File: src/rtl/gpio_periph_if.sv
// rtl/gpio_periph_if.sv - native valid/ready memory bus between CPU and gpio_periph
interface gpio_periph_if;
   logic        mem_valid;
   logic [4:0]  mem_addr;
   logic [31:0] mem_wdata;
   logic [3:0]  mem_wstrb;
   logic        mem_ready;
   logic [31:0] mem_rdata;

   modport master (
      output mem_valid, mem_addr, mem_wdata, mem_wstrb,
      input  mem_ready, mem_rdata
   );

   modport slave (
      input  mem_valid, mem_addr, mem_wdata, mem_wstrb,
      output mem_ready, mem_rdata
   );
endinterface

File: src/rtl/gpio_periph.sv
// rtl/gpio_periph.sv - 8-bit GPIO: OUT with set/clr/tog aliases, synced IN, sticky edge capture, level irq
module gpio_periph #(
   parameter int SYNC_STAGES = 2
) (
   input  logic            clk,
   input  logic            resetn,
   gpio_periph_if.slave    bus,
   input  logic [7:0]      gpio_pin_in,
   output logic [7:0]      gpio_pin_out,
   output logic            irq
);

   typedef enum logic {
      ST_IDLE = 1'b0,
      ST_ACK  = 1'b1
   } state_t;

   state_t                          state_q, state_d;
   logic [7:0]                      out_q, out_d;
   logic [7:0]                      ie_q, ie_d;
   logic [7:0]                      rise_q, rise_d;
   logic [7:0]                      fall_q, fall_d;
   logic [7:0]                      rdata_q, rdata_d;
   logic [7:0]                      p_q, p_d;
   logic [SYNC_STAGES-1:0][7:0]     sync_q, sync_d;

   logic [7:0] s;
   logic [7:0] edge_rise, edge_fall;
   logic [7:0] rise_clr, fall_clr;
   logic [7:0] wdata;
   logic       access, wr_en;
   logic       unused_bus_bits;

   assign unused_bus_bits = ^{bus.mem_wdata[31:8], bus.mem_addr[1:0], bus.mem_wstrb[3:1]};

   assign s         = sync_q[SYNC_STAGES-1];
   assign edge_rise = s & ~p_q;
   assign edge_fall = ~s & p_q;
   assign wdata     = bus.mem_wdata[7:0];
   assign access    = (state_q == ST_IDLE) && bus.mem_valid;
   assign wr_en     = access && bus.mem_wstrb[0];

   always_comb begin
      state_d  = state_q;
      out_d    = out_q;
      ie_d     = ie_q;
      rdata_d  = 8'h00;
      rise_clr = 8'h00;
      fall_clr = 8'h00;
      sync_d   = sync_q;
      p_d      = s;

      sync_d[0] = gpio_pin_in;
      for (int i = 1; i < SYNC_STAGES; i++) begin
         sync_d[i] = sync_q[i-1];
      end

      case (state_q)
         ST_IDLE: if (bus.mem_valid) state_d = ST_ACK;
         ST_ACK:  state_d = ST_IDLE;
         default: state_d = ST_IDLE;
      endcase

      // Read data reflects register values from before this edge's update.
      if (access) begin
         case (bus.mem_addr[4:2])
            3'd0:    rdata_d = out_q;
            3'd1:    rdata_d = s;
            3'd5:    rdata_d = rise_q;
            3'd6:    rdata_d = fall_q;
            3'd7:    rdata_d = ie_q;
            default: rdata_d = 8'h00;
         endcase
      end

      if (wr_en) begin
         case (bus.mem_addr[4:2])
            3'd0:    out_d    = wdata;
            3'd2:    out_d    = out_q | wdata;
            3'd3:    out_d    = out_q & ~wdata;
            3'd4:    out_d    = out_q ^ wdata;
            3'd5:    rise_clr = wdata;
            3'd6:    fall_clr = wdata;
            3'd7:    ie_d     = wdata;
            default: ;
         endcase
      end

      // A fresh edge in the same cycle as a clearing write keeps the bit set.
      rise_d = (rise_q & ~rise_clr) | edge_rise;
      fall_d = (fall_q & ~fall_clr) | edge_fall;
   end

   always_ff @(posedge clk) begin
      if (!resetn) begin
         state_q <= ST_IDLE;
         out_q   <= 8'h00;
         ie_q    <= 8'h00;
         rise_q  <= 8'h00;
         fall_q  <= 8'h00;
         rdata_q <= 8'h00;
         p_q     <= 8'h00;
         sync_q  <= '0;
      end else begin
         state_q <= state_d;
         out_q   <= out_d;
         ie_q    <= ie_d;
         rise_q  <= rise_d;
         fall_q  <= fall_d;
         rdata_q <= rdata_d;
         p_q     <= p_d;
         sync_q  <= sync_d;
      end
   end

   // Reset asserted in the ACK cycle suppresses the pending response.
   assign bus.mem_ready = (state_q == ST_ACK) && resetn;
   assign bus.mem_rdata = bus.mem_ready ? {24'h000000, rdata_q} : 32'h0000_0000;
   assign gpio_pin_out  = out_q;
   assign irq           = |((rise_q | fall_q) & ie_q);

endmodule

File: src/flat_wrapper.sv
// flat-port wrapper written by rule: the top's interface ports become plain ports
module gpio_periph_flat 
#(
   parameter int SYNC_STAGES = 2
)
  (clk, resetn, gpio_pin_in, gpio_pin_out, irq, bus_mem_valid, bus_mem_addr, bus_mem_wdata, bus_mem_wstrb, bus_mem_ready, bus_mem_rdata);
  gpio_periph_if bus_i ();
  input  logic clk;
  input  logic resetn;
  input  logic [7:0] gpio_pin_in;
  output logic [7:0] gpio_pin_out;
  output logic irq;
  input wire logic [$bits(bus_i.mem_valid)-1:0] bus_mem_valid;
  input wire logic [$bits(bus_i.mem_addr)-1:0] bus_mem_addr;
  input wire logic [$bits(bus_i.mem_wdata)-1:0] bus_mem_wdata;
  input wire logic [$bits(bus_i.mem_wstrb)-1:0] bus_mem_wstrb;
  output wire logic [$bits(bus_i.mem_ready)-1:0] bus_mem_ready;
  output wire logic [$bits(bus_i.mem_rdata)-1:0] bus_mem_rdata;
  assign bus_i.mem_valid = bus_mem_valid;
  assign bus_i.mem_addr = bus_mem_addr;
  assign bus_i.mem_wdata = bus_mem_wdata;
  assign bus_i.mem_wstrb = bus_mem_wstrb;
  assign bus_mem_ready = bus_i.mem_ready;
  assign bus_mem_rdata = bus_i.mem_rdata;
  gpio_periph #(.SYNC_STAGES(SYNC_STAGES)) u_core (.clk(clk), .resetn(resetn), .bus(bus_i), .gpio_pin_in(gpio_pin_in), .gpio_pin_out(gpio_pin_out), .irq(irq));
endmodule
File: config.mk
export PLATFORM = sky130hd
export DESIGN_NAME = gpio_periph_flat
export DESIGN_NICKNAME = d
export VERILOG_FILES = /design/src/rtl/gpio_periph_if.sv /design/src/rtl/gpio_periph.sv /design/src/flat_wrapper.sv
export SDC_FILE = /design/constraint.sdc
export NUM_CORES = 1
export LEC_CHECK = 0
export CORE_MARGIN = 2
export CORE_UTILIZATION = 44
export CTS_CLUSTER_DIAMETER = 120
export DETAILED_ROUTE_END_ITERATION = 8
export PLACE_DENSITY = 0.78
export SLEW_MARGIN = 20
export SYNTH_ARGS = -nofsm -noshare
export SYNTH_HDL_FRONTEND = slang
export SYNTH_SLANG_ARGS = --single-unit
File: constraint.sdc
create_clock -name clk -period 1.1 [get_ports clk]
set_input_delay 0.11 -clock clk [delete_from_list [all_inputs] [get_ports clk]]
set_output_delay 0.11 -clock clk [all_outputs]
set_load 0.01 [all_outputs]
==> flow_summary_export.csv <==
group,metric,value,unit
worst_hold_path,hold_class,"input port to register",
sta,fin_ws,-346,ps
sta,finalSetupViolations,50,
floorplan,num_io_pins,94,
clock_tree,cts_hold_buf,0,
setup_path,path_cells,"buf_6, and3b_2, and4_4, buf_12, mux2i_1",
synth,syn_area,3450,sq um
setup_path,cp.required,1360,ps
synth,synth_edf_count,0,
detailed_routing,drt-initial-drc-count,303,
setup_path,crit_start,"u_core.state_q$_SDFF_PP0_",
global_routing,grt_pass1_wl,15900,um
power_and_ir_drop,leakage,2.17,nW
clock_tree,cts_tree,"done",
power_and_ir_drop,ir_drop,0.765,mV
synth,avgSynthCellArea,8.89,sq um
sta,clock.fmax,692,MHz
power_and_ir_drop,combPwrFrac,19.2,%
power_and_ir_drop,power_switching,1.47,mW
detailed_routing,drtAntennaViolNets,0,
synth,yosys_register_bits,65,
setup_path,slowest_stage,"dfxtp_4",
floorplan,die_area,8560,sq um
layout,post-route-util,66.2,%
sta,maxSlewViolCount,0,
synth,yosysWarnings,0,
layout,syn_to_final_growth,46.8,%
clock_tree,clk_path_buf_depth,2,
setup_path,crit_family,"simple AND/OR/NAND/NOR gates",
layout,drive_gt1_share,38.9,%
synth,synth-seq-area-share,37.7,%
setup_path,regToRegStartpoint,"u_core.state_q$_SDFF_PP0_",
clock_tree,htreeDepth,3,
outcome,violations,"negative setup slack",
setup_path,critical_path_class,"register to register",
sta,min_period_over_period,131,%
detailed_routing,vias_per_cell,5.42,
floorplan,die_h,92.5,um
power_and_ir_drop,clkPwrFrac,34.9,%
placement,hpwl,6420,um
detailed_routing,vias,3255,
sta,rsz0062_at_grt,"true",
layout,mostFrequentLayoutCell,"buf_4",
power_and_ir_drop,switching_share,27.1,%
synth,yosys.area.top_type_share,37.7,%
detailed_routing,drc,0,
synth,synthTopCellsByArea,"dfxtp_1 (38%), buf_4 (6.3%), ha_1 (5.8%), mux2i_1 (4.6%), and2_1 (4.5%)",
power_and_ir_drop,power.density,1070,nW/um^2
global_routing,grt-ovfl-total,0,
placement,pre_cts_ws,-618,ps
synth,ys.flop_type,"dfxtp_1",
global_routing,antenna_found_initial,0,
detailed_routing,wl_per_cell,16.8,um
setup_path,cp.arrival,1700,ps
floorplan,die_w,92.5,um
layout,fin_nets,562,
setup_path,critPathBufInv,2,
global_routing,first_global_vias,3316,
clock_tree,insertion_delay,330,ps
sta,timing_worst_slew_pin_value,474,ps
clock_tree,clock_sinks,65,
detailed_routing,first_pass_iters,4,
synth,synth.distinct_cells,40,
floorplan,rows,32,
outcome,status,"finished, violations left",
clock_tree,path_clk_slew,70,ps
global_routing,grt_start_max_net_pins,22,
power_and_ir_drop,p_seq_share,45.9,%
floorplan,start_util,45.1,%
synth,async_flop_share,0,%
setup_path,cp-end-kind,"register",
detailed_routing,drt-total-wl,10100,um
sta,period_needed,1450,ps
sta,final_hold_viol_count,0,
power_and_ir_drop,p_total,5.41,mW
setup_path,start_kind,"register",
job,drv_cap,0,
layout,n_antenna_cell,0,
clock_tree,clockRootBuffer,"clkbuf_8",
setup_path,max_stage_delay,350,ps
worst_hold_path,hp-start,"resetn",
placement,gp_congestion,0.859,
sta,clock-skew-final,4.52,ps
sta,max_slew_margin,67.7,%
clock_tree,cts_made_buffers,9,
synth,synth_top_area_cell,"dfxtp_1",
layout,layout_common_cells,"buf_4 (64), dfxtp_1 (55), o21ai_0 (25), and2_1 (24), conb_1 (24)",
floorplan,core,7650,sq um
global_routing,track_usage,24.0,%
placement,port_buffers,40,
power_and_ir_drop,cell_internal_pwr,3.94,mW
synth,synthCells,388,
setup_path,cp_max_fo,8,
layout make-up:
| cell class | count | area (sq um) |
|---|---|---|
| Inverter | 16 | 60.1 |
| Sequential cell | 65 | 1340 |
| Timing Repair Buffer | 124 | 1150 |
| Clock inverter | 2 | 10.0 |
| Multi-Input combinational cell | 278 | 2210 |
| Fill cell | 576 | 2580 |
| Tap cell | 102 | 128 |
| Clock buffer | 14 | 174 |
routing by layer:
| layer | track usage [%] | vias up | share of wire [%] |
|---|---|---|---|
| met2 | 41.2 | 114 | 49 |
| met3 | 3.58 | 33 | 6.2 |
| li1 | - | 1527 | - |
| met4 | 12.3 | 0 | 4.1 |
| met5 | 0 | - | 0 |
| met1 | 29.0 | 1581 | 40 |
flip-flops by register name, indices dropped and copies added (netlist names):
| name | cells |
|---|---|
| u_core.fall_q | 8 |
| u_core.gpio_pin_out | 8 |
| u_core.ie_q | 8 |
| u_core.p_d | 8 |
| u_core.p_q | 8 |
| u_core.rdata_q | 8 |
| u_core.rise_q | 8 |
| u_core.sync_d | 8 |
| u_core.state_q | 1 |
cells in the mapped netlist (2+ instances only):
cell       n
a21oi_1   16
a221oi_1   8
and2_1    25
and3_1     8
and3b_1    2
and4b_1    2
buf_2      8
buf_4     29
buf_6      4
clkbuf_1  11
dfxtp_1   65
ha_1      16
inv_1     16
mux2i_1   16
nand2_1   21
nand2b_1  10
nand3_1    8
nand4_1    2
nor2_1    16
nor2_2     2
nor2b_1   17
nor3_1    12
o211a_1    8
o211ai_1   3
o21ai_0   31
o311ai_1   4
o32ai_1   13
o41ai_1    3
path summary, 6_finish.rpt:
path	to	slack (ps)	cells past startpoint
max	u_core.ie_q[4]$_SDFFE_PN0P_	-350	5
min	u_core.p_q[6]$_SDFF_PN0_	180	3
max reg2reg	u_core.ie_q[4]$_SDFFE_PN0P_	-350	5
min reg2reg	u_core.p_d[4]$_SDFF_PN0_	430	1
power by group through the flow:
| stage | combinational [mW] | clock (mW) | sequential (mW) |
|---|---|---|---|
| finish | 1.04 | 1.89 | 2.48 |
| global route | 1.12 | 2.02 | 2.49 |
| CTS | 0.959 | 1.92 | 2.48 |
| detailed placement | 0.848 | 0 | 2.53 |
| global placement | 0.819 | 0 | 2.53 |
| floorplan | 0.518 | 0 | 2.52 |
kinds of logic (layout without fill, tap and decap cells):
group / after synthesis / after routing / share of synthesized area [%]
AO/OA/AOI/OAI: 88 / 88 / 17.5
adder cells (fa/ha/maj): 16 / 16 / 5.80
buffers and inverters: 68 / 156 / 11.7
flip-flops: 65 / 65 / 37.7
multiplexers: 18 / 18 / 5.62
other: 1 / 24 / 0.109
AND/OR/NAND/NOR: 132 / 132 / 21.5
tightest hold or removal path, cell delays in order:
cell and delay [ps]:
buf_2 100, buf_12 140, and2_1 120
per-stage QoR:
| step | cells | area [sq um] | hold slack, ps | setup TNS, ps |
|---|---|---|---|---|
| floorplan | 411 | 3620 | 237 | -593 |
| global placement | 574 | 4420 | 413 | -21060 |
| detailed placement | 574 | 4420 | 420 | -22800 |
| CTS | 599 | 4920 | 151 | -9460 |
| global route | 601 | 5060 | 179 | -12870 |
| finish | 601 | 5060 | 179 | -11340 |
what timing repair did:
| action | in CTS | in global routing |
|---|---|---|
| pin swaps | 20 | 5 |
| setup endpoints to repair | 58 | 54 |
| gates cloned | 1 | 0 |
| resized for setup | 139 | 28 |
| buffers inserted | 8 | 2 |
Note: power is estimated with default switching activity, not from simulation.
